## src/rtl/pll_drp_sequencer.sv

```systemverilog
// Run-time CLKOUT0 divide reconfiguration for a PLLE2_ADV over DRP.
// Also owns the PLL reset and the downstream system reset.
module pll_drp_sequencer #(
    parameter logic [6:0] CLKOUT0_DIV_INIT = 7'd48,
    parameter logic [6:0] REG1_ADDR        = 7'h08,
    parameter logic [6:0] REG2_ADDR        = 7'h09,
    parameter int         DRDY_TIMEOUT     = 64,
    parameter int         LOCK_STABLE      = 16
) (
    input  logic        IO_CLK,
    input  logic        IO_RST_N,
    input  logic        cfg_req_i,
    input  logic [6:0]  cfg_div_i,
    output logic        cfg_ack_o,
    output logic        busy_o,
    output logic        err_o,
    output logic [6:0]  cur_div_o,
    output logic [6:0]  drp_addr_o,
    output logic [15:0] drp_di_o,
    input  logic [15:0] drp_do_i,
    output logic        drp_den_o,
    output logic        drp_dwe_o,
    input  logic        drp_drdy_i,
    output logic        pll_rst_o,
    input  logic        pll_locked_i,
    output logic        rst_sys_n_o
);
    localparam int TO_W = $clog2(DRDY_TIMEOUT + 1);
    localparam int LK_W = $clog2(LOCK_STABLE + 1);

    typedef enum logic [2:0] {
        IDLE, PLL_RST, RD, RD_WAIT, WR, WR_WAIT, NEXT, WAIT_LOCK
    } state_t;

    typedef struct packed {
        state_t            state;
        logic              pll_rst;
        logic              den;
        logic              dwe;
        logic [6:0]        addr;
        logic [15:0]       di;
        logic              ack;
        logic              err;
        logic [6:0]        cur_div;
        logic              rst_sys_n;
        logic [LK_W-1:0]   lock_cnt;
        logic [6:0]        div;
        logic              reg2_sel;
        logic [15:0]       rd_word;
        logic [TO_W-1:0]   to_cnt;
        logic              to_hit;
    } regs_t;

    localparam regs_t REGS_RESET = '{
        state:     WAIT_LOCK,
        pll_rst:   1'b0,
        den:       1'b0,
        dwe:       1'b0,
        addr:      7'd0,
        di:        16'd0,
        ack:       1'b0,
        err:       1'b0,
        cur_div:   CLKOUT0_DIV_INIT,
        rst_sys_n: 1'b0,
        lock_cnt:  '0,
        div:       CLKOUT0_DIV_INIT,
        reg2_sel:  1'b0,
        rd_word:   16'd0,
        to_cnt:    '0,
        to_hit:    1'b0
    };

    // ClkReg1: high/low counts; divide 1 is expressed as 1/1 with the counter bypassed.
    function automatic logic [15:0] merge_reg1(input logic [6:0] d, input logic [15:0] rd);
        logic [5:0] hi;
        logic [5:0] lo;
        hi = d[6:1];
        lo = 6'(d - {1'b0, d[6:1]});
        if (d == 7'd1) begin
            hi = 6'd1;
            lo = 6'd1;
        end
        return {rd[15:12], hi, lo};
    endfunction

    // ClkReg2: edge (bit 7) marks odd divides; divide 1 uses no_count (bit 6) instead.
    function automatic logic [15:0] merge_reg2(input logic [6:0] d, input logic [15:0] rd);
        logic edge_bit;
        logic nocnt;
        nocnt    = (d == 7'd1);
        edge_bit = d[0] & ~nocnt;
        return {rd[15:8], edge_bit, nocnt, rd[5:0]};
    endfunction

    // NOTE: PLL LOCKED is asynchronous to IO_CLK; two flops before any decision uses it.
    logic lock_meta;
    logic lock_sync;

    always_ff @(posedge IO_CLK or negedge IO_RST_N) begin
        if (!IO_RST_N) begin
            lock_meta <= 1'b0;
            lock_sync <= 1'b0;
        end else begin
            lock_meta <= pll_locked_i;
            lock_sync <= lock_meta;
        end
    end

    regs_t r;
    regs_t n;

    // NOTE: state registers use non-blocking assignment; all next values come from always_comb.
    always_ff @(posedge IO_CLK or negedge IO_RST_N) begin
        if (!IO_RST_N) r <= REGS_RESET;
        else           r <= n;
    end

    always_comb begin
        n     = r;
        n.ack = 1'b0;
        n.den = 1'b0;
        n.dwe = 1'b0;

        case (r.state)
            IDLE: begin
                if (!lock_sync) begin
                    n.rst_sys_n = 1'b0;
                    n.lock_cnt  = '0;
                    n.state     = WAIT_LOCK;
                end else if (cfg_req_i) begin
                    n.ack = 1'b1;
                    if (cfg_div_i == 7'd0 || cfg_div_i == 7'h7F) begin
                        n.err = 1'b1;
                    end else begin
                        n.err    = 1'b0;
                        n.div    = cfg_div_i;
                        n.to_hit = 1'b0;
                        n.state  = PLL_RST;
                    end
                end
            end

            PLL_RST: begin
                n.pll_rst   = 1'b1;
                n.rst_sys_n = 1'b0;
                n.reg2_sel  = 1'b0;
                n.state     = RD;
            end

            RD: begin
                n.den    = 1'b1;
                n.addr   = r.reg2_sel ? REG2_ADDR : REG1_ADDR;
                n.to_cnt = '0;
                n.state  = RD_WAIT;
            end

            WR: begin
                n.den    = 1'b1;
                n.dwe    = 1'b1;
                n.di     = r.reg2_sel ? merge_reg2(r.div, r.rd_word)
                                      : merge_reg1(r.div, r.rd_word);
                n.to_cnt = '0;
                n.state  = WR_WAIT;
            end

            RD_WAIT, WR_WAIT: begin
                if (drp_drdy_i) begin
                    if (r.state == RD_WAIT) begin
                        n.rd_word = drp_do_i;
                        n.state   = WR;
                    end else begin
                        n.state = NEXT;
                    end
                end else if (r.to_cnt == TO_W'(DRDY_TIMEOUT - 1)) begin
                    // Abandon the sequence; the PLL is released so it can relock on whatever it holds.
                    n.err      = 1'b1;
                    n.to_hit   = 1'b1;
                    n.pll_rst  = 1'b0;
                    n.lock_cnt = '0;
                    n.state    = WAIT_LOCK;
                end else begin
                    n.to_cnt = r.to_cnt + 1'b1;
                end
            end

            NEXT: begin
                if (!r.reg2_sel) begin
                    n.reg2_sel = 1'b1;
                    n.state    = RD;
                end else begin
                    n.pll_rst  = 1'b0;
                    n.lock_cnt = '0;
                    n.state    = WAIT_LOCK;
                end
            end

            WAIT_LOCK: begin
                n.rst_sys_n = 1'b0;
                if (!lock_sync) begin
                    n.lock_cnt = '0;
                end else if (r.lock_cnt == LK_W'(LOCK_STABLE - 1)) begin
                    n.lock_cnt  = '0;
                    n.rst_sys_n = 1'b1;
                    if (!r.to_hit) n.cur_div = r.div;
                    n.state = IDLE;
                end else begin
                    n.lock_cnt = r.lock_cnt + 1'b1;
                end
            end

            default: n.state = WAIT_LOCK;
        endcase
    end

    assign cfg_ack_o   = r.ack;
    assign busy_o      = (r.state != IDLE);
    assign err_o       = r.err;
    assign cur_div_o   = r.cur_div;
    assign drp_addr_o  = r.addr;
    assign drp_di_o    = r.di;
    assign drp_den_o   = r.den;
    assign drp_dwe_o   = r.dwe;
    assign pll_rst_o   = r.pll_rst;
    assign rst_sys_n_o = r.rst_sys_n;

endmodule
```

## config.mk

```make
export PLATFORM = sky130hd
export DESIGN_NAME = pll_drp_sequencer
export DESIGN_NICKNAME = d
export VERILOG_FILES = /design/src/rtl/pll_drp_sequencer.sv
export SDC_FILE = /design/constraint.sdc
export NUM_CORES = 1
export LEC_CHECK = 0
export CAP_MARGIN = 20
export CORE_ASPECT_RATIO = 1.4
export CORE_MARGIN = 8
export CORE_UTILIZATION = 48
export CTS_CLUSTER_DIAMETER = 60
export DETAILED_ROUTE_END_ITERATION = 10
export PLACE_DENSITY = 0.77
export SETUP_SLACK_MARGIN = 0.5
export SYNTH_ARGS = -nofsm -noshare
export SYNTH_HDL_FRONTEND = slang
export SYNTH_SLANG_ARGS = --single-unit
```

## constraint.sdc

```tcl
create_clock -name IO_CLK -period 1.7 [get_ports IO_CLK]
set_input_delay 0.34 -clock IO_CLK [delete_from_list [all_inputs] [get_ports IO_CLK]]
set_output_delay 0.34 -clock IO_CLK [all_outputs]
set_load 0.02 [all_outputs]
```

==> results of run 1 <==
## registers in the layout, summed over array words and instances (netlist names), 2 cells and up
name / count
r: 38
drp_di_o: 16
cur_div_o: 7
drp_addr_o: 2
## layer usage
layer	track usage [%]	wire [um]	vias to the layer above
met2	36.8	7390	129
met1	20.5	4720	1764
li1	-	-	1581
met3	5.02	596	45
met5	0	0	-
met4	12.7	459	0
## cells by family after synthesis
kind of cell	share of synthesized area, %
AO/OA/AOI/OAI	12.1
XOR/XNOR	0.706
adder cells (fa/ha/maj)	3.90
buffers and inverters	9.34
flip-flops	48.0
multiplexers	10.7
other	0.101
AND/OR/NAND/NOR	15.2
## power groups by stage
stage / Sequential [W] / Combinational, W / Clock [W]
final: 0.00301 / 0.00797 / 0.00128
after detailed placement: 0.00292 / 0.00464 / 0
after CTS: 0.00294 / 0.00644 / 0.00126
after floorplan: 0.00281 / 0.00333 / 0
after global routing: 0.00306 / 0.00839 / 0.00134
after global placement: 0.00289 / 0.00451 / 0
## worst paths after layout
| kind | endpoint |
|---|---|
| setup / recovery | drp_di_o[5] |
| hold / removal | drp_di_o[5] |
| setup reg to reg | drp_di_o[5] |
| hold reg to reg | lock_sync |
| max in group asynchronous | r[74] |
| min in group IO_CLK | lock_sync |
## metrics by stage
stage	utilization, %	instance area (um2)	worst slack [ns]
3_5_place_dp	62.8	4810	-0.257
3_3_place_gp	62.8	4810	-0.235
2_1_floorplan	-	4030	-0.0355
5_1_grt	83.0	6360	-0.275
6_report	83.0	6360	-0.191
4_1_cts	76.4	5850	-0.0593
## area by class of cell
type | count | area [um2]
fillers | 378 | 1300
inverters | 19 | 82.6
clock buffers | 12 | 155
clock inverters | 4 | 20.0
multi-input cells | 244 | 2250
well taps | 100 | 125
repair buffers | 191 | 1930
flip-flops and latches | 71 | 1790
## cell usage after synthesis (3+ instances only)
master / instances
dfstp_2: 7
o31ai_1: 4
clkbuf_1: 5
o21ai_0: 30
nand2b_1: 3
o21a_1: 3
mux2i_1: 7
buf_2: 4
and3_1: 3
nor2_1: 24
nand4_1: 4
ha_1: 10
nor2b_1: 6
o211ai_1: 3
a21oi_1: 13
nor3_1: 9
nand3_1: 4
mux2_2: 29
nand2_1: 47
buf_4: 30
dfrtp_1: 64
inv_1: 18
## timing repair
| action | 4_1_cts | 5_1_grt |
|---|---|---|
| pin swaps | 24 | 25 |
| setup buffers | 41 | 34 |
| setup endpoints to repair | 100 | 101 |
| gates resized for setup | 296 | 59 |
| cloned | 6 | 0 |
==> flow_summary.toml, run 1 <==
[global_route]
overflow = 0
grt_max_degree = 72
grt_pass1_vias = 3588
track_usage_pct = 20.3
grt_first_pass_wirelength_um = 17600
grt_antenna_before_repair = 0

[drt]
wirelength_um = 13200
firstDrtPassIters = 5
wl_per_cell_um = 20.5
viasPerCell = 5.49
num_vias = 3519
drc_errors = 0
drt_iter0_drc = 179
ant_nets = 0

[yosys]
synth_area_leaders = "dfrtp_1, mux2_2, buf_4, dfstp_2, nand2_1"
yosysTopAreaCellShare_pct = 43.0
ys_seq_area_share_pct = 48.0
netlist-cell-type-count = 58
async_flop_share_pct = 100
synth_top_area_cell = "dfrtp_1"
synth_area_mm2 = 0.00372
syn_inst = 371
yosys_warnings = 0
synth_seq_cells = 71
avgSynthCellArea_um2 = 10.0
synth-edff-count = 0
ys.flop_type = "dfrtp_1"

[power]
ir_drop_mv = 1.11
intPower_w = 0.00725
total_power_w = 0.0123
power.share.clock_pct = 10.4
leakagePower_nw = 3.01
seqPwrFrac_pct = 24.6
p_per_area_mw_per_mm2 = 1930
switching_share_pct = 40.9
power.switching_w = 0.00501
comb_power_share_pct = 65.0

[die]
num_rows = 38
die_y_um = 120
die_w_um = 90.4
start_util_pct = 48.6
io_pins = 65
die_area_mm2 = 0.0109
core_area_mm2 = 0.00765

[place]
dp_hpwl_um = 6360
port_buffers = 57
gp_congestion = 0.835
dp.cells = 544

[worst_setup_path]
critPathCaptureType = "flip-flop"
worst-endpoint-required_ns = 1.93
reg2regPathDepth = 6
critical_path_class = "reg2reg"
crit_chain = "ha_1 -> nor2b_1 -> o211a_1 -> or2_4 -> a311oi_1 -> o31ai_1"
crit_path_start_kind = "flip-flop"
critical-path-slowest-cell = "dfrtp_2"
r2r_setup_slack_ns = -0.19
critPathArrivalTime_ns = 2.12
worst-path-buf-inv = 0
startpoint = "r[26]"
crit_family = "compound AO/OA/AOI/OAI gates"
r2r_start = "r[26]"
crit_path_max_fanout = 4
worst-path-stages = 6
cpPeakStageDelay_ns = 0.44

[status]
outcome = "finished, violations left"
violations = "negative hold slack, negative setup slack"

[clock_network]
clk_latency_ns = 0.37
clkSlewWorstSetupHoldPaths_ns = 0.08
numCtsBuffers = 9
cts_max_level = 3
cts_tree = "yes"
ctsHoldBuffers = 0
clock_tree.buffer_depth = 2
clock-sinks = 71
root_buffer = "clkbuf_8"

[timing]
fin_tns_setup_ns = -1.86
setup_viol = 20
layout_min_cycle_time_ns = 1.89
hold_slack_ns = -0.0231
clock_skew_ns = 0.0129
worst_slew_pin_slew_ns = 0.502
fin_ws_ns = -0.191
fmax_mhz = 529
hold_viol = 8
relSlewSlack_pct = 66.5
period_share_pct = 111
drv_slew = 0
rsz0062_at_grt = "yes"

[final_layout]
area_growth_pct = 70.8
fin_cells = 641
diodes = 0
drive_above_1_share_pct = 57.7
layout_common_cells = "buf_6, buf_4, dfrtp_1, mux2_4, nand2_1"
num-nets-final = 575

[run]
max-cap-violations = 0

[worst_hold_path]
min_path_type = "in2async"
No activity file was read; power rests on OpenSTA's default activity.
==> run 2: changes to the inputs <==
--- a/config.mk
+++ b/config.mk
@@ -7,11 +7,11 @@
 export LEC_CHECK = 0
 export CAP_MARGIN = 20
 export CORE_ASPECT_RATIO = 1.4
-export CORE_MARGIN = 8
-export CORE_UTILIZATION = 48
+export CORE_MARGIN = 2
+export CORE_UTILIZATION = 40
 export CTS_CLUSTER_DIAMETER = 60
 export DETAILED_ROUTE_END_ITERATION = 10
-export PLACE_DENSITY = 0.77
+export PLACE_DENSITY = 0.66
 export SETUP_SLACK_MARGIN = 0.5
 export SYNTH_ARGS = -nofsm -noshare
 export SYNTH_HDL_FRONTEND = slang
==> run 2 against run 1 <==
Net effect: the flow finishes with violations (negative setup slack); clock skew shrank 0.0076 ns; clock power grew 45%; combinational power shrank 6.4%; critical endpoint unchanged; largest power group unchanged.
==> flow_summary.toml, run 2 (synthesized netlist as in run 1, its figures left out) <==
[run]
max-cap-violations = 0

[final_layout]
num-nets-final = 567
drive_above_1_share_pct = 57.0
largest_reg_flops = 38
layout_common_cells = "buf_4, dfrtp_1, buf_6, nand2_1, mux2_4"
fin_area_mm2 = 0.00639
n_fill_cell = 617
area_growth_pct = 71.6
top_register = "r"
diodes = 0
final_common_cell = "buf_4"
fin_util_pct = 70.7

[die]
io_pins = 65
die_y_um = 118
die_w_um = 85.5
die_area_mm2 = 0.0101
core_area_mm2 = 0.00903
num_rows = 41
start_util_pct = 41.2

[global_route]
overflow = 0
grt_first_pass_wirelength_um = 16900
grt_max_degree = 72
track_usage_pct = 21.5
grt_antenna_before_repair = 0
grt_pass1_vias = 3545

[worst_setup_path]
reg2regPathDepth = 7
critical_path_class = "reg2reg"
crit_path_start_kind = "flip-flop"
r2r_setup_slack_ns = -0.20
rr_endpoint = "drp_di_o[5]"
worst-endpoint-required_ns = 1.92
critPathArrivalTime_ns = 2.12
crit_path_max_fanout = 2
critPathCaptureType = "flip-flop"
r2r_start = "r[26]"

[timing]
fin_tns_setup_ns = -0.572
fin_ws_ns = -0.196
fmax_mhz = 527
drv_slew = 0
hold_viol = 0
clock_skew_ns = 0.00522
layout_min_cycle_time_ns = 1.90
setup_viol = 5
period_share_pct = 112
rsz0062_at_grt = "yes"

[drt]
viasPerCell = 5.25
firstDrtPassIters = 4
ant_nets = 0
drt_iter0_drc = 117
num_vias = 3360
wl_per_cell_um = 17.3
drc_errors = 0
wirelength_um = 11000

[power]
comb_power_share_pct = 61.0
power.switching_w = 0.00479
p_per_area_mw_per_mm2 = 1910
switching_share_pct = 39.2
intPower_w = 0.00744
ir_drop_mv = 1.32
power.share.clock_pct = 15.1
leakagePower_nw = 3.00
seqPwrFrac_pct = 24.0

[clock_network]
root_buffer = "clkbuf_16"
ctsHoldBuffers = 0
clkSlewWorstSetupHoldPaths_ns = 0.06
cts_max_level = 3
clk_latency_ns = 0.35
clock-sinks = 71
cts_tree = "yes"
clock_tree.buffer_depth = 2
numCtsBuffers = 9

[place]
post-place-ws_ns = -0.367
gp_congestion = 0.817
placed_cell_area_mm2 = 0.00489
port_buffers = 57
dp_hpwl_um = 6570

[status]
violations = "negative setup slack"
outcome = "finished, violations left"

[worst_hold_path]
min_path_type = "in2async"
run 2: what timing repair did:
item | in CTS | in global routing
buffers inserted | 42 | 23
endpoints found under the setup margin | 100 | 101
resized for setup | 304 | 37
cloned | 4 | 0
pin swaps | 32 | 19
run 2: layer usage:
metal | vias to the layer above | track usage [%] | part of all wire (%)
met1 | 1674 | 22.0 | 36
met2 | 81 | 39.0 | 56
met3 | 33 | 4.05 | 3.8
li1 | 1572 | - | -
met4 | 0 | 13.4 | 3.8
met5 | - | 0 | 0
run 2: cell type report:
| class | instances | area, um2 | share of cell area (%) |
|---|---|---|---|
| Tap cell | 107 | 134 | 2.10 |
| Sequential cell | 71 | 1790 | 28.0 |
| Timing Repair Buffer | 184 | 1870 | 29.2 |
| Clock inverter | 7 | 61.3 | 0.960 |
| Clock buffer | 9 | 225 | 3.53 |
| Inverter | 19 | 81.3 | 1.27 |
| Multi-Input combinational cell | 243 | 2230 | 35.0 |
run 2: per-stage QoR:
stage	hold WS, ns	total power [W]	cells
after detailed placement	0.346	0.00775	555
after global routing	0.0541	0.0129	640
after floorplan	0.0444	0.00614	375
after global placement	0.334	0.00759	555
final	0.0185	0.0122	640
after CTS	0.0394	0.0114	617
run 2: worst max path at each step:
| stage | from | endpoint | slack [ns] | cells after the start |
|---|---|---|---|---|
| after global routing | r[27] | drp_di_o[5] | -0.27 | 8 |
| final | r[26] | drp_di_o[5] | -0.20 | 7 |
| after floorplan | r[26] | drp_di_o[3] | -0.04 | 6 |
| after global placement | r[26] | drp_di_o[3] | -0.38 | 7 |
| after detailed placement | r[27] | drp_di_o[3] | -0.37 | 9 |
| after CTS | r[27] | drp_di_o[3] | -0.18 | 8 |
run 2: power by group through the flow:
stage / Clock (W) / Sequential, W / Combinational, W
2_1_floorplan: 0 / 0.00281 / 0.00333
5_1_grt: 0.00194 / 0.00300 / 0.00796
6_report: 0.00185 / 0.00293 / 0.00746
3_5_place_dp: 0 / 0.00286 / 0.00488
3_3_place_gp: 0 / 0.00283 / 0.00476
4_1_cts: 0.00188 / 0.00290 / 0.00661
run 2: critical path, stage by stage, from the launching register on:
cell and delay, ns:
dfrtp_2 0.41, ha_1 0.29, nor2b_1 0.14, o211a_1 0.22
or2_4 0.25, buf_4 0.14, a311oi_2 0.24, o31ai_1 0.09
==> run 3: changes to the inputs <==
--- a/config.mk
+++ b/config.mk
@@ -12,7 +12,6 @@
 export CTS_CLUSTER_DIAMETER = 60
 export DETAILED_ROUTE_END_ITERATION = 10
 export PLACE_DENSITY = 0.66
-export SETUP_SLACK_MARGIN = 0.5
 export SYNTH_ARGS = -nofsm -noshare
 export SYNTH_HDL_FRONTEND = slang
 export SYNTH_SLANG_ARGS = --single-unit
==> run 3 against run 2 <==
Net effect: the run still ends with negative setup slack left; utilization shrank 13 points; die area unchanged; clock-buffer cell count rose by 1.
==> flow_summary.toml, run 3 (synthesized netlist as in run 1, its figures left out) <==
[worst_setup_path]
critPathArrivalTime_ns = 1.99
critical_path_class = "reg2reg"
critical-path-slowest-cell = "dfrtp_2"
r2r_start = "r[26]"
crit_path_start_kind = "flip-flop"
startpoint = "r[26]"
crit_family = "compound AO/OA/AOI/OAI gates"
crit_path_max_fanout = 4
path_common_cell = "a21oi_1"
worst-endpoint-required_ns = 1.92
worst-path-buf-inv = 1
cpPeakStageDelay_ns = 0.46
critPathCaptureType = "flip-flop"
crit_chain = "buf_6 -> fa_2 -> nor2b_4 -> o21ai_2 -> a21oi_1 -> o211ai_1 -> a21oi_1"

[final_layout]
n_fill_cell = 768
drive_above_1_share_pct = 33.3
fin_cells = 572
final_common_cell = "dfrtp_1"
layout_common_cells = "dfrtp_1, clkdlybuf4s50_1, buf_4, nand2_1, nor2_1"
num-nets-final = 499
diodes = 0
top_register = "r"
largest_reg_flops = 38
area_growth_pct = 39.8

[drt]
ant_nets = 0
viasPerCell = 5.03
wl_per_cell_um = 15.1
firstDrtPassIters = 4
wirelength_um = 8640
num_vias = 2876
drc_errors = 0
drt_iter0_drc = 134

[clock_network]
clock_tree.buffer_depth = 2
cts_tree = "yes"
clk_latency_ns = 0.34
ctsHoldBuffers = 0
cts_max_level = 3
numCtsBuffers = 9
clock-sinks = 71
clkSlewWorstSetupHoldPaths_ns = 0.06
root_buffer = "clkbuf_16"

[global_route]
overflow = 0
grt_max_degree = 72
grt_first_pass_wirelength_um = 14000
track_usage_pct = 17.5
grt_pass1_vias = 2941
grt_antenna_before_repair = 0

[timing]
clock_skew_ns = 0.00566
setup_viol = 4
rsz0062_at_grt = "yes"
hold_viol = 0
fin_tns_setup_ns = -0.110
period_share_pct = 104
fin_ws_ns = -0.0693
fmax_mhz = 565
drv_slew = 0
layout_min_cycle_time_ns = 1.77

[status]
violations = "negative setup slack"
outcome = "finished, violations left"

[power]
comb_power_share_pct = 50.1
switching_share_pct = 37.6
total_power_w = 0.00982
power.switching_w = 0.00369
intPower_w = 0.00613
leakagePower_nw = 2.33
power.share.clock_pct = 21.0
ir_drop_mv = 0.999
p_per_area_mw_per_mm2 = 1890
seqPwrFrac_pct = 28.9

[place]
dp.cells = 551
dp_hpwl_um = 5840
port_buffers = 57
post-place-ws_ns = -0.225
gp_congestion = 0.817

[die]
die_w_um = 85.5
die_y_um = 118
core_area_mm2 = 0.00903
die_area_mm2 = 0.0101
io_pins = 65
num_rows = 41
start_util_pct = 41.2

[worst_hold_path]
min_path_type = "in2async"

[run]
max-cap-violations = 0
-- run 3: worst paths after layout --
path,end,slack [ns],depth (start not counted)
min in group IO_CLK,lock_sync,0.37,0
hold reg to reg,lock_sync,0.37,0
max in group asynchronous,r[29],1.34,2
hold / removal,r[32],0.03,2
setup / recovery,drp_di_o[4],-0.07,7
setup reg to reg,drp_di_o[4],-0.07,7
-- run 3: repair_timing --
| action | in CTS | in global routing |
|---|---|---|
| pin swaps | 8 | 11 |
| setup buffers | 1 | 4 |
| gates resized for setup | 26 | 43 |
| endpoints found under the setup margin | 11 | 45 |
-- run 3: cell type report --
| class | instances | area [um2] | share of cell area (%) |
|---|---|---|---|
| Multi-Input combinational cell | 243 | 1830 | 35.2 |
| Sequential cell | 71 | 1790 | 34.4 |
| Timing Repair Buffer | 116 | 1060 | 20.3 |
| Clock buffer | 10 | 229 | 4.40 |
| Tap cell | 107 | 134 | 2.57 |
| Clock inverter | 6 | 93.8 | 1.80 |
| Inverter | 19 | 71.3 | 1.37 |
-- run 3: through the flow --
step	instance area, um2	util, %	hold slack (ns)
after detailed placement	4630	51.2	0.361
after CTS	5020	55.7	0.0512
after global routing	5200	57.6	0.0678
after global placement	4630	51.2	0.332
after floorplan	3760	-	0.0444
final	5200	57.6	0.0340
-- run 3: power groups by stage --
stage / sequential [W] / combinational, W / clock [W]
2_1_floorplan: 0.00278 / 0.00277 / 0
3_3_place_gp: 0.00281 / 0.00413 / 0
3_5_place_dp: 0.00285 / 0.00424 / 0
4_1_cts: 0.00284 / 0.00453 / 0.00208
5_1_grt: 0.00293 / 0.00541 / 0.00216
6_report: 0.00284 / 0.00492 / 0.00206
-- run 3: metal layers --
layer	part of all wire [%]	track usage (%)	vias up
li1	-	-	1428
met1	44	22.1	1381
met2	51	28.5	54
met3	3.0	2.37	13
met4	2.4	9.52	0
met5	0	0	-
